===== src/rtl/mc_controller.sv =====
// Multicycle ARM control unit: instruction decode, condition check, NZCV
// flag register and the fetch/decode/memory/execute/writeback sequencer.
//
// Parameters
//   WAIT_EN    1 = honour MemReady, 0 = memory always ready
//   COND_EN    1 = evaluate the condition field, 0 = always execute
// Ports
//   clk, reset          clock, synchronous active-high reset
//   Instr[19:0]         IR[31:12] (bit n here is IR bit n+12)
//   ALUFlags[3:0]       N,Z,C,V from the ALU this cycle
//   MemReady            memory access completes this cycle
//   PCWrite, IRWrite, RegWrite, MemWrite   write enables
//   AdrSrc              0 = PC, 1 = ALUOut
//   RegSrc, ImmSrc      register / immediate selects
//   ALUSrcA, ALUSrcB    ALU operand selects
//   ResultSrc           0 = ALUOut, 1 = ReadData, 2 = ALUResult
//   ALUControl, Shift   ALU operation, shifter path for MOV
//   carry               stored C flag
//   State               current state, for debug
module mc_controller #(
  parameter bit WAIT_EN = 1'b1,
  parameter bit COND_EN = 1'b1
) (
  input  logic        clk,
  input  logic        reset,
  input  logic [19:0] Instr,
  input  logic [3:0]  ALUFlags,
  input  logic        MemReady,
  output logic        PCWrite,
  output logic        IRWrite,
  output logic        RegWrite,
  output logic        MemWrite,
  output logic        AdrSrc,
  output logic [1:0]  RegSrc,
  output logic [1:0]  ImmSrc,
  output logic [1:0]  ALUSrcA,
  output logic [1:0]  ALUSrcB,
  output logic [1:0]  ResultSrc,
  output logic [2:0]  ALUControl,
  output logic        Shift,
  output logic        carry,
  output logic [3:0]  State
);

  localparam int unsigned STATE_W = 4;
  localparam int unsigned FLAG_W  = 4;

  typedef enum logic [STATE_W-1:0] {
    S_FETCH  = 4'd0,
    S_DECODE = 4'd1,
    S_MEMADR = 4'd2,
    S_MEMRD  = 4'd3,
    S_MEMWB  = 4'd4,
    S_MEMWR  = 4'd5,
    S_EXECR  = 4'd6,
    S_EXECI  = 4'd7,
    S_ALUWB  = 4'd8,
    S_BRANCH = 4'd9
  } state_t;

  localparam logic [2:0] ALU_ADD = 3'b000;
  localparam logic [2:0] ALU_SUB = 3'b001;
  localparam logic [2:0] ALU_AND = 3'b010;
  localparam logic [2:0] ALU_ORR = 3'b011;
  localparam logic [2:0] ALU_EOR = 3'b100;
  localparam logic [2:0] ALU_ADC = 3'b101;
  localparam logic [2:0] ALU_MOV = 3'b110;

  state_t            state, state_nxt;
  logic [FLAG_W-1:0] flags, flags_nxt;

  // Instruction fields, named by their IR bit positions
  logic [3:0] cond;
  logic [1:0] op;
  logic       bit_i;
  logic [3:0] cmd;
  logic       bit_u;
  logic       bit_sl;
  logic [3:0] rd;
  logic       unused_rn;

  assign cond      = Instr[19:16];  // IR[31:28]
  assign op        = Instr[15:14];  // IR[27:26]
  assign bit_i     = Instr[13];     // IR[25]
  assign cmd       = Instr[12:9];   // IR[24:21]
  assign bit_u     = Instr[11];     // IR[23]
  assign bit_sl    = Instr[8];      // IR[20], S for data processing, L for memory
  assign rd        = Instr[3:0];    // IR[15:12]
  assign unused_rn = ^Instr[7:4];

  logic ready;
  assign ready = WAIT_EN ? MemReady : 1'b1;

  // Condition evaluation against the stored flags
  logic cond_pass;
  logic cond_ex;
  logic fn, fz, fc, fv;

  always_comb begin
    {fn, fz, fc, fv} = flags;
    cond_pass = 1'b0;
    case (cond)
      4'b0000: cond_pass = fz;
      4'b0001: cond_pass = ~fz;
      4'b0010: cond_pass = fc;
      4'b0011: cond_pass = ~fc;
      4'b0100: cond_pass = fn;
      4'b0101: cond_pass = ~fn;
      4'b0110: cond_pass = fv;
      4'b0111: cond_pass = ~fv;
      4'b1000: cond_pass = fc & ~fz;
      4'b1001: cond_pass = ~fc | fz;
      4'b1010: cond_pass = (fn == fv);
      4'b1011: cond_pass = (fn != fv);
      4'b1100: cond_pass = ~fz & (fn == fv);
      4'b1101: cond_pass = fz | (fn != fv);
      4'b1110: cond_pass = 1'b1;
      default: cond_pass = 1'b0;
    endcase
    cond_ex = COND_EN ? cond_pass : 1'b1;
  end

  // Data-processing decode: ALU op, result suppression, flag request
  logic [2:0] dp_aluc;
  logic       dp_nowrite;
  logic       dp_shift;
  logic       dp_arith;
  logic       dp_setflags;

  always_comb begin
    dp_aluc    = ALU_ADD;
    dp_nowrite = 1'b0;
    dp_shift   = 1'b0;
    case (cmd)
      4'b0100: dp_aluc = ALU_ADD;
      4'b0010: dp_aluc = ALU_SUB;
      4'b0000: dp_aluc = ALU_AND;
      4'b1100: dp_aluc = ALU_ORR;
      4'b0001: dp_aluc = ALU_EOR;
      4'b0101: dp_aluc = ALU_ADC;
      4'b1101: begin dp_aluc = ALU_MOV; dp_shift = 1'b1; end
      4'b1010: begin dp_aluc = ALU_SUB; dp_nowrite = 1'b1; end
      4'b1000: begin dp_aluc = ALU_AND; dp_nowrite = 1'b1; end
      default: begin dp_aluc = ALU_ADD; dp_nowrite = 1'b1; end
    endcase
    dp_arith    = (dp_aluc == ALU_ADD) || (dp_aluc == ALU_SUB) || (dp_aluc == ALU_ADC);
    dp_setflags = bit_sl || (cmd == 4'b1010) || (cmd == 4'b1000);
  end

  // Next state, datapath selects and gated write enables
  logic reg_w, mem_w, branch, next_pc, ir_w, exec_st;

  always_comb begin
    state_nxt  = S_FETCH;
    reg_w      = 1'b0;
    mem_w      = 1'b0;
    branch     = 1'b0;
    next_pc    = 1'b0;
    ir_w       = 1'b0;
    exec_st    = 1'b0;
    AdrSrc     = 1'b0;
    ALUSrcA    = 2'b00;
    ALUSrcB    = 2'b00;
    ResultSrc  = 2'b00;
    ALUControl = ALU_ADD;
    Shift      = 1'b0;

    case (state)
      S_FETCH: begin
        ALUSrcA   = 2'b01;
        ALUSrcB   = 2'b10;
        ResultSrc = 2'b10;
        ir_w      = ready;
        next_pc   = ready;
        state_nxt = ready ? S_DECODE : S_FETCH;
      end
      S_DECODE: begin
        ALUSrcA   = 2'b01;
        ALUSrcB   = 2'b10;
        ResultSrc = 2'b10;
        case (op)
          2'b01:   state_nxt = S_MEMADR;
          2'b00:   state_nxt = bit_i ? S_EXECI : S_EXECR;
          2'b10:   state_nxt = S_BRANCH;
          default: state_nxt = S_FETCH;
        endcase
      end
      S_MEMADR: begin
        ALUSrcB    = 2'b01;
        ALUControl = bit_u ? ALU_ADD : ALU_SUB;
        state_nxt  = bit_sl ? S_MEMRD : S_MEMWR;
      end
      S_MEMRD: begin
        AdrSrc    = 1'b1;
        state_nxt = ready ? S_MEMWB : S_MEMRD;
      end
      S_MEMWB: begin
        ResultSrc = 2'b01;
        reg_w     = 1'b1;
        state_nxt = S_FETCH;
      end
      S_MEMWR: begin
        AdrSrc    = 1'b1;
        mem_w     = 1'b1;
        state_nxt = ready ? S_FETCH : S_MEMWR;
      end
      S_EXECR, S_EXECI: begin
        exec_st    = 1'b1;
        ALUSrcB    = (state == S_EXECI) ? 2'b01 : 2'b00;
        ALUControl = dp_aluc;
        Shift      = dp_shift;
        state_nxt  = S_ALUWB;
      end
      S_ALUWB: begin
        reg_w     = 1'b1;
        state_nxt = S_FETCH;
      end
      S_BRANCH: begin
        ALUSrcB   = 2'b01;
        ResultSrc = 2'b10;
        branch    = 1'b1;
        state_nxt = S_FETCH;
      end
      default: state_nxt = S_FETCH;
    endcase

    // NoWrite only applies to data-processing instructions
    RegWrite = ~reset & reg_w & cond_ex & ~((op == 2'b00) & dp_nowrite);
    MemWrite = ~reset & mem_w & cond_ex;
    IRWrite  = ~reset & ir_w;
    PCWrite  = ~reset & (next_pc | (branch & cond_ex) | (RegWrite & (rd == 4'hF)));

    // Logical ops keep the stored C and V
    flags_nxt = flags;
    if (exec_st && cond_ex && dp_setflags) begin
      flags_nxt = dp_arith ? ALUFlags : {ALUFlags[3:2], flags[1:0]};
    end
  end

  assign RegSrc = {(op == 2'b01) & ~bit_sl, (op == 2'b10)};
  assign ImmSrc = op;
  assign carry  = flags[1];
  assign State  = state;

  // State and flag registers
  always_ff @(posedge clk) begin
    if (reset) begin
      state <= S_FETCH;
      flags <= '0;
    end else begin
      state <= state_nxt;
      flags <= flags_nxt;
    end
  end

endmodule


===== config.mk =====
export PLATFORM = sky130hd
export DESIGN_NAME = mc_controller
export DESIGN_NICKNAME = d
export VERILOG_FILES = /design/src/rtl/mc_controller.sv
export SDC_FILE = /design/constraint.sdc
export NUM_CORES = 1
export LEC_CHECK = 0
export CAP_MARGIN = 25
export CORE_UTILIZATION = 39
export DETAILED_ROUTE_END_ITERATION = 7
export GPL_TIMING_DRIVEN = 1
export PLACE_DENSITY = 0.9
export SYNTH_ARGS = -nofsm -noshare
export SYNTH_HDL_FRONTEND = slang
export SYNTH_SLANG_ARGS = --single-unit

===== constraint.sdc =====
create_clock -name clk -period 2.07 [get_ports clk]
set_input_delay 0.207 -clock clk [delete_from_list [all_inputs] [get_ports clk]]
set_output_delay 0.207 -clock clk [all_outputs]
set_load 0.005 [all_outputs]

==> parameters.txt <==
Parameter                              Value

Detailed routing
  Remaining routing DRC violations    0
  Routed wire per std cell    about 15 um
  Number of violations reported at the end of detailed-routing iteration 0    30
  Count of TritonRoute iterations in the first routing pass    4
  Routed Wire Length    3470 um
  Via count    1320
  Post-DR vias/cell    5.57
  Post-route antenna net violation count    0

Synthesis
  Syn avg cell area    6.91 sq um
  Number of distinct library cell variants in the gate-level netlist after synthesis    43
  Proportion of netlist area held by the largest area contributor    16.4%
  Fraction of synthesized area in multiplexers    5.13%
  Post-Synth XOR/XNOR Area    5.39%
  Post-synthesis instance area    975 sq um
  Synth Instances    141
  Share of the yosys chip area belonging to registers    16.4%
  Total of warnings raised by yosys    0
  Async set-reset flop share out of synthesis    0%
  Simple-Gate Fraction of Synth Area    between 40 and 50%
  Post-synthesis register bit count    8
  Post-Synth Adder-Cell Area    0%
  Main combinational cell family by area after synthesis    simple AND/OR/NAND/NOR gates
  Post-synth EDFFs    0
  Top_reg_cell synth    sky130_fd_sc_hd__dfxtp_1
  Dominant cell by count in the synthesized netlist    sky130_fd_sc_hd__nor2_1
  Top post-synthesis cells by count    sky130_fd_sc_hd__nor2_1 (15), sky130_fd_sc_hd__nand2b_1 (11), sky130_fd_sc_hd__nor3_1 (10), sky130_fd_sc_hd__a21oi_1 (9)
  Top area cells in the synthesized netlist    sky130_fd_sc_hd__dfxtp_1 (16%), sky130_fd_sc_hd__nand2b_1 (7.1%), sky130_fd_sc_hd__nor2_1 (5.8%)
  Complex-gate fraction of the synthesized area    22.6%
  Nets in the synthesized netlist    approximately 170
  Largest area contributor in the synthesized netlist    sky130_fd_sc_hd__dfxtp_1

Power
  Sequential fraction of design power    29.6%
  Overall power    0.000557 W
  Maximum vdd drop    0.455 mV
  Cell leakage power    0.740 nW
  Pwr dens    317 mW/mm^2
  Share of total power in the clock network    23.0%
  Combinational group share of total power    47.4%
  Net switching power of the design    0.000185 W
  Cell-internal power    0.000372 W
  Switch share    ~33%

STA
  Post-layout minimum cycle time    2030 ps
  Fin Clk Skew    9.37 ps
  Setup violations, final    0
  Number of pins with negative max-slew slack in the final report    0
  Number of hold-slack violations in the final timing report    0
  Max Clk Rate    493 MHz
  RSZ-0062 raised after global routing    yes
  Portion of the clock cycle consumed by the worst path in the final layout    between 90 and 100%
  Minimum setup slack in the final design    41.7 ps

Clocking
  CTS tree    yes
  CTS Root Buffer Type    sky130_fd_sc_hd__clkbuf_4
  Max clock buf depth    2
  CTS H-tree lvls    1
  CTS Buf Count    3
  Number of buffers inserted for hold repair after clock tree synthesis    0
  Clock latency on the worst-skew pair    around 270 ps
  Number of sinks handled by clock tree synthesis    8
  CTS clk-pin slew, worst paths    60 ps

GRT
  First-pass GRT wire length    between 5000 and 6000 um
  Total routing resource utilization after global routing    27.0%
  Total congestion overflow    0
  Initial antenna violation count    0
  Maximum number of pins on one net before global-route repair    17
  Number of global-route vias before repair    around 1200

Floorplanning
  Die height    52.0 um
  Die width    52.0 um
  Std-Cell Core Area    0.00228 sq mm
  Initial core utilization    42.8%
  Placement row count    17
  Number of top-level pins    51
  Die area    0.00270 sq mm

Setup path
  Cell count of the worst reg-to-reg path    6
  Path type of the worst setup path    register to output port
  CP endpoint kind    output port
  Critical Path Start Type    register
  Data required time at the worst endpoint    1860 ps
  R2R Path End    flags[1]
  Origin of the critical flop-to-flop path    flags[3]
  Cell with the biggest individual delay on the critical path    sky130_fd_sc_hd__o311a_4
  Worst setup path endpoint    RegWrite
  Setup slack of the most critical reg-to-reg path    around 160 ps
  Crit path arrival time    1820 ps
  CP startpoint    flags[3]
  Largest stage delay on the critical path    360 ps
  Biggest fanout along the worst timing path    3
  Cell chain of the critical path    xor2_1, and3_4, o311a_4, nor3_4, nor3_2, clkdlybuf4s15_2

Placed design
  Number of port buffers    45
  Weighted congestion reported at the end of routability-driven placement    0.876
  Post-DP HPWL    2370 um
  Worst setup slack after placement    -598 ps

Layout
  Layout net count    ~240
  Number of antenna diodes    0
  Area growth from synthesis to layout    80.0%
  Fraction of final layout cells sized beyond drive strength 1    29.2%

Status
  Status    finished clean

Flow run
  Max cap viols    0

Worst hold path
  Hold Path Cell Cnt    3
  Hold Crit Class    input port to register
==> critical path: cells and delay by family (launching register included) <==
kind / cells / cell delay (ps)
and+or+nand+nor: 3 / 480
DFF: 1 / 330
buffers and inverters: 1 / 210
AOI/OAI and AO/OA: 1 / 360
xor gates and xnor gates: 1 / 170
==> state kept, by name (all words and copies together), names as in the netlist <==
register / cells
State: 4
flags: 4
==> metal layers <==
metal | share of wire (%) | global-route usage [%] | vias up
met3 | 5.3 | 4.09 | 13
met2 | 52 | 52.4 | 58
met4 | 2.9 | 10.4 | 0
met1 | 40 | 28.5 | 601
met5 | 0 | 0 | -
li1 | - | - | 648
==> power groups by stage <==
stage	clock network, W	registers (W)	logic, W
6_report	0.000128	0.000165	0.000264
5_1_grt	0.000141	0.000165	0.000284
4_1_cts	0.000129	0.000164	0.000253
3_5_place_dp	0	0.000167	0.000241
3_3_place_gp	0	0.000167	0.000234
2_1_floorplan	0	0.000166	0.000105
==> what timing repair did <==
action	4_1_cts	5_1_grt
setup endpoints to repair	6	8
setup buffers	4	2
pin swaps	8	8
gates resized for setup	32	10
==> worst min-delay path by stage <==
stage,startpoint,end,slack (ps)
6_report,ALUFlags[2],flags[2],520
5_1_grt,ALUFlags[2],flags[2],540
4_1_cts,ALUFlags[1],flags[1],500
3_5_place_dp,flags[2],flags[2],530
3_3_place_gp,flags[2],flags[2],520
2_1_floorplan,Instr[15],State[3],350
==> stage by stage <==
| stage | cell area (sq um) | cells | utilization [%] | hold WS, ps | setup TNS [ps] |
|---|---|---|---|---|---|
| finish | 1750 | 237 | 77.1 | 517 | 0 |
| global route | 1750 | 237 | 77.1 | 543 | -72.2 |
| CTS | 1710 | 236 | 75.2 | 505 | 0 |
| detailed placement | 1610 | 229 | 70.5 | 528 | -2680 |
| global placement | 1610 | 229 | 70.5 | 518 | -2050 |
| floorplan | 975 | 141 | - | 346 | 0 |
==> logic make-up after synthesis <==
kind of cell | count (synthesis)
simple gates | 70
compound gates | 33
buf+inv | 18
xor+xnor | 6
mux | 5
flops | 8
other cells | 1
==> cell usage in the layout (no fill, tap or decap), types with 2 or more instances in the layout <==
cell type,n
sky130_fd_sc_hd__clkdlybuf4s50_1,36
sky130_fd_sc_hd__buf_4,31
sky130_fd_sc_hd__nor2_1,15
sky130_fd_sc_hd__nand2b_1,11
sky130_fd_sc_hd__a21oi_1,9
sky130_fd_sc_hd__nor3_1,7
sky130_fd_sc_hd__nand2_1,7
sky130_fd_sc_hd__o21ai_0,7
sky130_fd_sc_hd__dfxtp_2,5
sky130_fd_sc_hd__xor2_1,5
sky130_fd_sc_hd__inv_1,5
sky130_fd_sc_hd__mux2i_1,5
sky130_fd_sc_hd__nor2b_1,4
sky130_fd_sc_hd__dlygate4sd2_1,4
sky130_fd_sc_hd__dfxtp_1,3
sky130_fd_sc_hd__nor3b_1,3
sky130_fd_sc_hd__clkbuf_4,3
sky130_fd_sc_hd__nor3b_2,2
sky130_fd_sc_hd__nand3_1,2
sky130_fd_sc_hd__and3b_1,2
sky130_fd_sc_hd__and4bb_2,2
sky130_fd_sc_hd__nor3_2,2
sky130_fd_sc_hd__o31ai_2,2
sky130_fd_sc_hd__nor4_1,2
sky130_fd_sc_hd__or2b_1,2
sky130_fd_sc_hd__clkdlybuf4s15_2,2
sky130_fd_sc_hd__buf_2,2
sky130_fd_sc_hd__buf_6,2
==> layout make-up <==
| class | instances | area (sq um) |
|---|---|---|
| Timing Repair Buffer | 78 | 696 |
| Inverter | 5 | 18.8 |
| Multi-Input combinational cell | 115 | 816 |
| Fill cell | 155 | 522 |
| Sequential cell | 8 | 166 |
| Clock buffer | 3 | 22.5 |
| Tap cell | 28 | 35.0 |
No activity file was read; power rests on OpenSTA's default activity.
